File: src/rtl/rocc_mem_arbiter.sv
// rocc_mem_arbiter: shares one RoCC L1 D-cache port among NREQ engines with round-robin
// arbitration, source-ID tag prefixing, response steering and per-source load throttling.
// Optional per-source grant statistics are built when ROCC_MEM_ARB_STATS_EN is defined.
module rocc_mem_arbiter #(
    parameter int NREQ    = 2,
    parameter int TAGW    = 8,
    parameter int MAX_OUT = 4
) (
    input  logic                 clk,
    input  logic                 reset,
    input  logic [NREQ-1:0]      in_req_valid,
    output logic [NREQ-1:0]      in_req_ready,
    input  logic [NREQ*40-1:0]   in_req_addr,
    input  logic [NREQ*TAGW-1:0] in_req_tag,
    input  logic [NREQ*5-1:0]    in_req_cmd,
    input  logic [NREQ*3-1:0]    in_req_typ,
    input  logic [NREQ*64-1:0]   in_req_data,
    input  logic                 io_mem_req_ready,
    output logic                 io_mem_req_valid,
    output logic [39:0]          io_mem_req_bits_addr,
    output logic [9:0]           io_mem_req_bits_tag,
    output logic [4:0]           io_mem_req_bits_cmd,
    output logic [2:0]           io_mem_req_bits_typ,
    output logic                 io_mem_req_bits_phys,
    output logic [63:0]          io_mem_req_bits_data,
    input  logic                 io_mem_resp_valid,
    input  logic [9:0]           io_mem_resp_bits_tag,
    input  logic [63:0]          io_mem_resp_bits_data,
    output logic [NREQ-1:0]      in_resp_valid,
    output logic [TAGW-1:0]      in_resp_tag,
    output logic [63:0]          in_resp_data,
    output logic                 io_busy
`ifdef ROCC_MEM_ARB_STATS_EN
    ,
    input  logic                 stat_clear,
    output logic [NREQ*16-1:0]   io_stat_grants
`endif
);

    typedef enum logic [0:0] {
        S_IDLE = 1'b0,
        S_HOLD = 1'b1
    } state_t;

    state_t          state_q, state_d;
    logic [1:0]      rr_ptr_q, rr_ptr_d;
    logic [1:0]      grant_q, grant_d;
    logic [3:0]      cnt_q [NREQ];
    logic [3:0]      cnt_d [NREQ];

    logic [NREQ-1:0] elig_s;
    logic            any_elig_s;
    logic [1:0]      winner_s;
    int              best_dist_s;
    int              dist_s;
    logic [1:0]      sel_s;
    logic            sel_valid_s;
    logic [39:0]     sel_addr_s;
    logic [TAGW-1:0] sel_tag_s;
    logic [4:0]      sel_cmd_s;
    logic [2:0]      sel_typ_s;
    logic [63:0]     sel_data_s;
    logic            req_valid_s;
    logic            fire_s;
    logic [NREQ-1:0] resp_hit_s;
    logic            any_cnt_s;

    // Eligibility: valid and below the outstanding-load limit.
    always_comb begin
        elig_s    = {NREQ{1'b0}};
        any_cnt_s = 1'b0;
        for (int i = 0; i < NREQ; i++) begin
            elig_s[i] = in_req_valid[i] && (cnt_q[i] < 4'(MAX_OUT));
            any_cnt_s = any_cnt_s || (cnt_q[i] != 4'd0);
        end
        any_elig_s = |elig_s;
    end

    // Round-robin pick: the eligible source nearest after rr_ptr wins.
    always_comb begin
        winner_s    = rr_ptr_q;
        best_dist_s = NREQ;
        dist_s      = 0;
        for (int i = 0; i < NREQ; i++) begin
            dist_s = (i + 2 * NREQ - int'(rr_ptr_q) - 1) % NREQ;
            if (elig_s[i] && (dist_s < best_dist_s)) begin
                best_dist_s = dist_s;
                winner_s    = 2'(i);
            end else begin
                best_dist_s = best_dist_s;
            end
        end
    end

    // Request mux: a locked grant overrides arbitration while a request is stalled.
    always_comb begin
        sel_s       = (state_q == S_HOLD) ? grant_q : winner_s;
        sel_valid_s = 1'b0;
        sel_addr_s  = 40'd0;
        sel_tag_s   = {TAGW{1'b0}};
        sel_cmd_s   = 5'd0;
        sel_typ_s   = 3'd0;
        sel_data_s  = 64'd0;
        for (int i = 0; i < NREQ; i++) begin
            sel_valid_s = sel_valid_s | ((sel_s == 2'(i)) & in_req_valid[i]);
            sel_addr_s  = sel_addr_s | ({40{sel_s == 2'(i)}} & in_req_addr[40*i +: 40]);
            sel_tag_s   = sel_tag_s  | ({TAGW{sel_s == 2'(i)}} & in_req_tag[TAGW*i +: TAGW]);
            sel_cmd_s   = sel_cmd_s  | ({5{sel_s == 2'(i)}} & in_req_cmd[5*i +: 5]);
            sel_typ_s   = sel_typ_s  | ({3{sel_s == 2'(i)}} & in_req_typ[3*i +: 3]);
            sel_data_s  = sel_data_s | ({64{sel_s == 2'(i)}} & in_req_data[64*i +: 64]);
        end
        if (reset) begin
            req_valid_s = 1'b0;
        end else if (state_q == S_HOLD) begin
            req_valid_s = sel_valid_s;
        end else begin
            req_valid_s = any_elig_s;
        end
        fire_s = req_valid_s && io_mem_req_ready;
    end

    // Downstream request and per-source handshake outputs.
    always_comb begin
        io_mem_req_valid     = req_valid_s;
        io_mem_req_bits_addr = sel_addr_s;
        io_mem_req_bits_tag  = {sel_s, 8'(sel_tag_s)};
        io_mem_req_bits_cmd  = sel_cmd_s;
        io_mem_req_bits_typ  = sel_typ_s;
        io_mem_req_bits_phys = 1'b1;
        io_mem_req_bits_data = sel_data_s;
        in_req_ready         = {NREQ{1'b0}};
        for (int i = 0; i < NREQ; i++) begin
            in_req_ready[i] = fire_s && (sel_s == 2'(i));
        end
        io_busy = !reset && (req_valid_s || any_cnt_s);
    end

    // Response steering by the source ID held in the top tag bits.
    always_comb begin
        resp_hit_s = {NREQ{1'b0}};
        for (int i = 0; i < NREQ; i++) begin
            resp_hit_s[i] = !reset && io_mem_resp_valid && (io_mem_resp_bits_tag[9:8] == 2'(i));
        end
        in_resp_valid = resp_hit_s;
        in_resp_tag   = TAGW'(io_mem_resp_bits_tag[7:0]);
        in_resp_data  = io_mem_resp_bits_data;
    end

    // Arbiter next state: a stall locks the winner until it fires or withdraws.
    always_comb begin
        state_d  = state_q;
        rr_ptr_d = rr_ptr_q;
        grant_d  = grant_q;
        case (state_q)
            S_IDLE: begin
                if (fire_s) begin
                    rr_ptr_d = winner_s;
                end else if (req_valid_s) begin
                    grant_d = winner_s;
                    state_d = S_HOLD;
                end else begin
                    state_d = S_IDLE;
                end
            end
            S_HOLD: begin
                if (fire_s) begin
                    rr_ptr_d = grant_q;
                    state_d  = S_IDLE;
                end else if (!sel_valid_s) begin
                    state_d = S_IDLE;
                end else begin
                    state_d = S_HOLD;
                end
            end
            default: begin
                state_d = S_IDLE;
            end
        endcase
    end

    // Outstanding counters: a coincident fire and response cancel; decrement saturates at 0.
    always_comb begin
        for (int i = 0; i < NREQ; i++) begin
            case ({in_req_ready[i], resp_hit_s[i]})
                2'b10:   cnt_d[i] = cnt_q[i] + 4'd1;
                2'b01:   cnt_d[i] = (cnt_q[i] == 4'd0) ? 4'd0 : (cnt_q[i] - 4'd1);
                default: cnt_d[i] = cnt_q[i];
            endcase
        end
    end

    // State registers.
    always_ff @(posedge clk or posedge reset) begin
        if (reset) begin
            state_q  <= S_IDLE;
            rr_ptr_q <= 2'(NREQ - 1);
            grant_q  <= 2'd0;
            for (int i = 0; i < NREQ; i++) begin
                cnt_q[i] <= 4'd0;
            end
        end else begin
            state_q  <= state_d;
            rr_ptr_q <= rr_ptr_d;
            grant_q  <= grant_d;
            for (int i = 0; i < NREQ; i++) begin
                cnt_q[i] <= cnt_d[i];
            end
        end
    end

`ifdef ROCC_MEM_ARB_STATS_EN
    logic [15:0] stat_q [NREQ];
    logic [15:0] stat_d [NREQ];

    // Grant statistics: clear wins over increment; counts stick at all-ones.
    always_comb begin
        io_stat_grants = {(NREQ*16){1'b0}};
        for (int i = 0; i < NREQ; i++) begin
            if (stat_clear) begin
                stat_d[i] = 16'd0;
            end else if (in_req_ready[i] && (stat_q[i] != 16'hFFFF)) begin
                stat_d[i] = stat_q[i] + 16'd1;
            end else begin
                stat_d[i] = stat_q[i];
            end
            io_stat_grants[16*i +: 16] = stat_q[i];
        end
    end

    // Statistics registers.
    always_ff @(posedge clk or posedge reset) begin
        if (reset) begin
            for (int i = 0; i < NREQ; i++) begin
                stat_q[i] <= 16'd0;
            end
        end else begin
            for (int i = 0; i < NREQ; i++) begin
                stat_q[i] <= stat_d[i];
            end
        end
    end
`endif

endmodule

File: config.mk
export PLATFORM = sky130hd
export DESIGN_NAME = rocc_mem_arbiter
export DESIGN_NICKNAME = d
export VERILOG_FILES = /design/src/rtl/rocc_mem_arbiter.sv
export SDC_FILE = /design/constraint.sdc
export NUM_CORES = 1
export LEC_CHECK = 0
export ABC_AREA = 1
export CAP_MARGIN = 25
export CORE_AREA = 5 5 198 200
export CTS_CLUSTER_SIZE = 20
export DETAILED_ROUTE_END_ITERATION = 7
export DIE_AREA = 0 0 203 205
export GPL_TIMING_DRIVEN = 0
export SETUP_SLACK_MARGIN = 0.2
export SLEW_MARGIN = 20
export SYNTH_ARGS = -nofsm -noshare
export SYNTH_HDL_FRONTEND = slang
export SYNTH_SLANG_ARGS = --single-unit
File: constraint.sdc
create_clock -name clk -period 3.4 [get_ports clk]
set_clock_uncertainty 0.1 [all_clocks]
set_input_delay 0.51 -clock clk [delete_from_list [all_inputs] [get_ports clk]]
set_output_delay 0.51 -clock clk [all_outputs]
set_load 0.05 [all_outputs]
[Yosys cells after proc, flatten, opt, wreduce, memory -nomap -nowiden]
Cells that the tools add are included.
Widths: inputs -> output; s select.
Cells by class
  $add $sub $neg: 8
  $lt $le $gt $ge: 4
  eq/ne operators: 8
  mux-type cells: 18
  bitwise logic cells: 22
  reduce and logical (&&, ||, !) cells: 25
Operator list (number)
  $and 64x64->64: 2
  $and 40x40->40: 2
  $or 64x64->64: 1
  $or 40x40->40: 1
  $lt 2x32->1: 1
  $mux 32: 1
  $and 8x8->8: 2
  $pmux 4 s2: 2
  $logic_and 1x1->1: 11
  $and 5x5->5: 2
  $mux 2: 5
  $sub 4x2->5 const B: 2
  $add 4x1->4 const B: 2
  $eq 2x1->1 const B: 4
  $logic_not 4->1: 2
  $lt 4x3->1 const B: 2
  $mux 4: 2
  $or 8x8->8: 1
  $reduce_bool 4->1: 2
  $sub 3x2->4 const A: 2
  $sub 4x1->4 const B: 2
  $and 3x3->3: 2
  $mux 1: 6
  $or 5x5->5: 1
  17 further kinds: 25
Word-level totals
  register bits after elaboration: 13
  output and inout port bits: 201
  logic and storage cells: 90

[Depth between registers and ports, before layout]
  depth after elaboration: 19
  mapped depth: 21

[Worst setup path after synthesis]
No wires, ideal clock.
  path kind: input port to flip-flop
  start point: input in_req_valid[0]
  end point: register cnt_q[4] (netlist name)
  library setup time: 0.130 ns
  arrival time: 3.258 ns
  data required time: 3.170 ns
  slack: -0.088 ns
  cell stages on the path: 19
  cell sequence: nand2_1 inv_2 ha_1 nand2_1 nand2_1 nand2_1 nand2_2 nand2_1 nand2_1 nand2_2 nand3_1 nand3_2 nand3_1 nor2_1 inv_1 ha_1 inv_1 o211ai_1 o21ai_0
Between the ends
  cells in the longest elaborated chain, start to end: 16
Ends and longest elaborated chain
  start: declaration: RTL line 11  | input logic [NREQ-1:0] in_req_valid,
  $logic_and 1x1->1 *: RTL line 73  | elig_s[i] = in_req_valid[i] && (cnt_q[i] < 4'(MAX_OUT));
  $logic_and 1x1->1 *: RTL line 86  | if (elig_s[i] && (dist_s < best_dist_s)) begin
  $mux 32: RTL line 86
  $lt 2x32->1: RTL line 86
  $logic_and 1x1->1: RTL line 86
  $mux 2 *: RTL line 86
  $mux 2 *: RTL line 97  | sel_s = (state_q == S_HOLD) ? grant_q : winner_s;
  via io_mem_req_bits_tag[8]: RTL line 21  | output logic [9:0] io_mem_req_bits_tag,
  [2 not listed]
  $or 1x1->1: RTL line 105  | sel_valid_s = sel_valid_s | ((sel_s == 2'(i)) & in_req_valid[i]);
  $mux 1: RTL line 114  | end else if (state_q == S_HOLD) begin
  $mux 1: RTL line 112  | if (reset) begin
  $logic_and 1x1->1: RTL line 119  | fire_s = req_valid_s && io_mem_req_ready;
  $logic_and 1x1->1 *: RTL line 133  | in_req_ready[i] = fire_s && (sel_s == 2'(i));
  via in_req_ready[0]: RTL line 12  | output logic [NREQ-1:0] in_req_ready,
  $eq 2x1->1 / $eq 2x2->1 (equally long branches): RTL line 184  | case ({in_req_ready[i], resp_hit_s[i]})
  $pmux 4 s2 / $reduce_bool 2->1 (equally long branches)
  end signal: indexed assignment: RTL line 206  | cnt_q[i] <= cnt_d[i];
  end: declaration: RTL line 48  | logic [3:0] cnt_q [NREQ];
The timed path passes the listed nets; every way through them passes the cells marked *.
A chain may end at the register's enable or synchronous reset.

[Worst setup path after layout]
  start point: register cnt_q[6] (netlist name)
  end point: output io_mem_req_bits_data[36]
Between the ends
  cells in the longest elaborated chain, start to end: 11
Ends and longest elaborated chain
  $lt 4x3->1 *: RTL line 73
  $logic_and 1x1->1 *: RTL line 73
  $logic_and 1x1->1 *: RTL line 86
  $mux 32: RTL line 86
  $lt 2x32->1: RTL line 86
  $logic_and 1x1->1: RTL line 86
  $mux 2 *: RTL line 86
  $mux 2 *: RTL line 97
  $eq 2x1->1 / $logic_not 2->1 (equally long branches): RTL line 110  | sel_data_s = sel_data_s | ({64{sel_s == 2'(i)}} & in_req_data[64*i +: 64]);
  $and 64x64->64: RTL line 110
  $or 64x64->64 *: RTL line 110
  end: declaration: RTL line 25  | output logic [63:0] io_mem_req_bits_data,
Every way passes the cells marked *; elsewhere a longest branch is shown, timed or not.

==> flow_summary.toml <==
[synth]
syn_area_um2 = 2830
netlist.area_leader.share = 0.372
ys_types = 28
ys.warnings.count = 0
ys_seq_area_frac = 0.116
synth_seq_cells = 13
ys_top_cells_by_area = "a22o_1 (37%), buf_4 (19%), dfrtp_1 (11%), buf_6 (4.8%), nand2_1 (3.7%)"
synthCells = 366
syn_avg_cell_area_um2 = 7.72
synth.largest_area_cell = "a22o_1"

[sta]
rsz0062_at_grt = "yes"
setup_violations = 0
hold_viol = 0
maxSlewViolCount = 0
hold_slack_ns = 0.390
fmax_mhz = 322
slew_headroom = 0.554
tightest_slew_ns = 0.666
period_share = 0.914
min_period_ns = 3.11

[setup_path]
cp-end-kind = "output pin"
crit_type = "reg -> out"
startpoint_type = "flip-flop"
cp.required_ns = 2.79
critPathMaxFanout = 6
arrival_ns = 2.50

[drt]
vias = 4727
ant_nets = 0
routed_via_density = 3.61
drc = 0
wl_per_cell_um = 21.2
drt_pass1_iterations = 4
drt-initial-drc-count = 273
routed_wirelength_mm = 27.7

[clock_tree]
cts_tree = "yes"
cts_root_buf = "clkbuf_16"
max-clock-path-buffers = 2
clk_latency_ns = 0.24
htree_levels = 1
path_clk_slew_ns = 0.05
holdBufCountCts = 0
cts_buffers = 3
clock_sinks = 13

[cells_and_area]
design_area_um2 = 9000
layout_common_cells = "clkdlybuf4s50_1 (319), buf_6 (93), buf_4 (83)"
layout.nets = 1161
fin_util = 0.242
final_common_cell = "clkdlybuf4s50_1"
syn_to_final_growth_pct = 219
fillers = 3993
drive_gt1_frac = 0.379

[global_route]
grt_max_degree = 17
grt_pass1_wl_mm = 35.7
grt_usage = 0.115
grt_overflow = 0
antenna_found_initial = 4
grt_pass1_vias = 4868

[floorplanning]
rows = 71
fp.dieH_um = 205
chipWidth_um = 203
start_util = 0.0759
coreArea_um2 = 37200
ios = 521
die_area_um2 = 41600

[run_status]
status = "finished clean"

[pwr]
power_w = 0.0131
ir_worst_vdd_v = 0.000476
leakagePower_nw = 3.90
cellPowerDensity_nw_per_um2 = 1450

[place]
dpl_cell_area_um2 = 7910
hpwl_mm = 23.5
io_buffers = 447
gp_congestion = 0.858

[flow_run]
cap_violations = 0

[min_path]
hold_class = "reg -> reg"
==> path summary, 6_finish.rpt <==
path,to,startpoint,slack [ns],cells after the start
max in group asynchronous,rr_ptr_q[0],reset,2.39,2
min in group asynchronous,cnt_q[2],reset,0.53,2
max reg2reg,cnt_q[4],cnt_q[6],0.55,20
max,io_mem_req_bits_data[36],cnt_q[6],0.29,17
min reg2reg,rr_ptr_q[0],rr_ptr_q[0],0.39,2
min,rr_ptr_q[0],rr_ptr_q[0],0.39,2
==> worst max-delay path, cell delays in order, from the launching register on <==
cell and delay, ns:
dfrtp_2 0.43, nor2_4 0.14, nand2_2 0.08, inv_2 0.06, ha_1 0.11, nand2_1 0.05
nand2_1 0.05, nand2_1 0.06, nand2_2 0.08, nand2_2 0.07, nand2_2 0.08, nand2_4 0.09
nand2_4 0.12, clkinv_8 0.08, buf_12 0.16, clkbuf_16 0.17, a22o_4 0.25, buf_8 0.15
==> cell families after synthesis <==
logic type      share of synthesized area
compound gates                      0.424
buf+inv                             0.302
simple gates                        0.107
flops                               0.116
fa+ha+maj                          0.0354
xor+xnor                           0.0124
other cells                       0.00266
==> cells in the mapped netlist (all sizes together) <==
master	instances
o211ai	2
o22ai	1
nor3b	1
a21oi	9
inv	27
or2	2
nand3	11
dfrtp	12
dfstp	1
xor2	4
nor2	15
o21ai	8
a22oi	3
a22o	120
a31oi	3
nand4	2
buf	99
conb	2
nand2	33
nor3	3
ha	8
==> routing by layer <==
| layer | track usage | up-vias | routed length (um) |
|---|---|---|---|
| met3 | 0.0228 | 32 | 2010 |
| met4 | 0.0376 | 0 | 924 |
| li1 | - | 2219 | - |
| met2 | 0.191 | 251 | 13400 |
| met1 | 0.151 | 2225 | 11400 |
| met5 | 0 | - | 0 |
==> state kept, by name, summed over array words and instances, names as in the netlist <==
signal / count
grant_q: 2
rr_ptr_q: 2
cnt_q: 8
state_q: 1
==> report_power, final <==
| part | switching (W) | leakage, nW | internal (W) | total, W |
|---|---|---|---|---|
| Combinational | 0.00757 | 3.71 | 0.00501 | 0.0126 |
| Sequential | 0.0000627 | 0.149 | 0.000230 | 0.000293 |
| Clock | 0.0000699 | 0.0409 | 0.000157 | 0.000227 |
==> through the flow <==
stage / std cells / worst slack [ns] / TNS (ns)
final: 1310 / 0.294 / 0
after CTS: 1296 / 0.192 / 0
after floorplan: 368 / 0.139 / 0
after detailed placement: 1289 / -1.09 / -97.19
after global routing: 1310 / 0.148 / 0
after global placement: 1289 / -1.16 / -104.29
==> cell type report <==
cell class | instances | area, um2 | share of cell area
diodes | 4 | 10.0 | 0.00111
plain buffers | 99 | 951 | 0.106
clock buffers | 3 | 75.1 | 0.00834
clock inverters | 1 | 5.00 | 0.000556
inverters | 27 | 130 | 0.0145
multi-input cells | 229 | 2110 | 0.235
flip-flops and latches | 13 | 329 | 0.0366
well taps | 474 | 593 | 0.0659
repair buffers | 460 | 4800 | 0.533
==> timing repair <==
action	4_1_cts	5_1_grt
setup buffers	1	5
pin swaps	14	17
endpoints found under the setup margin	129	135
gates cloned	2	5
gates resized for setup	851	128
(Power assumes the default switching activity.)
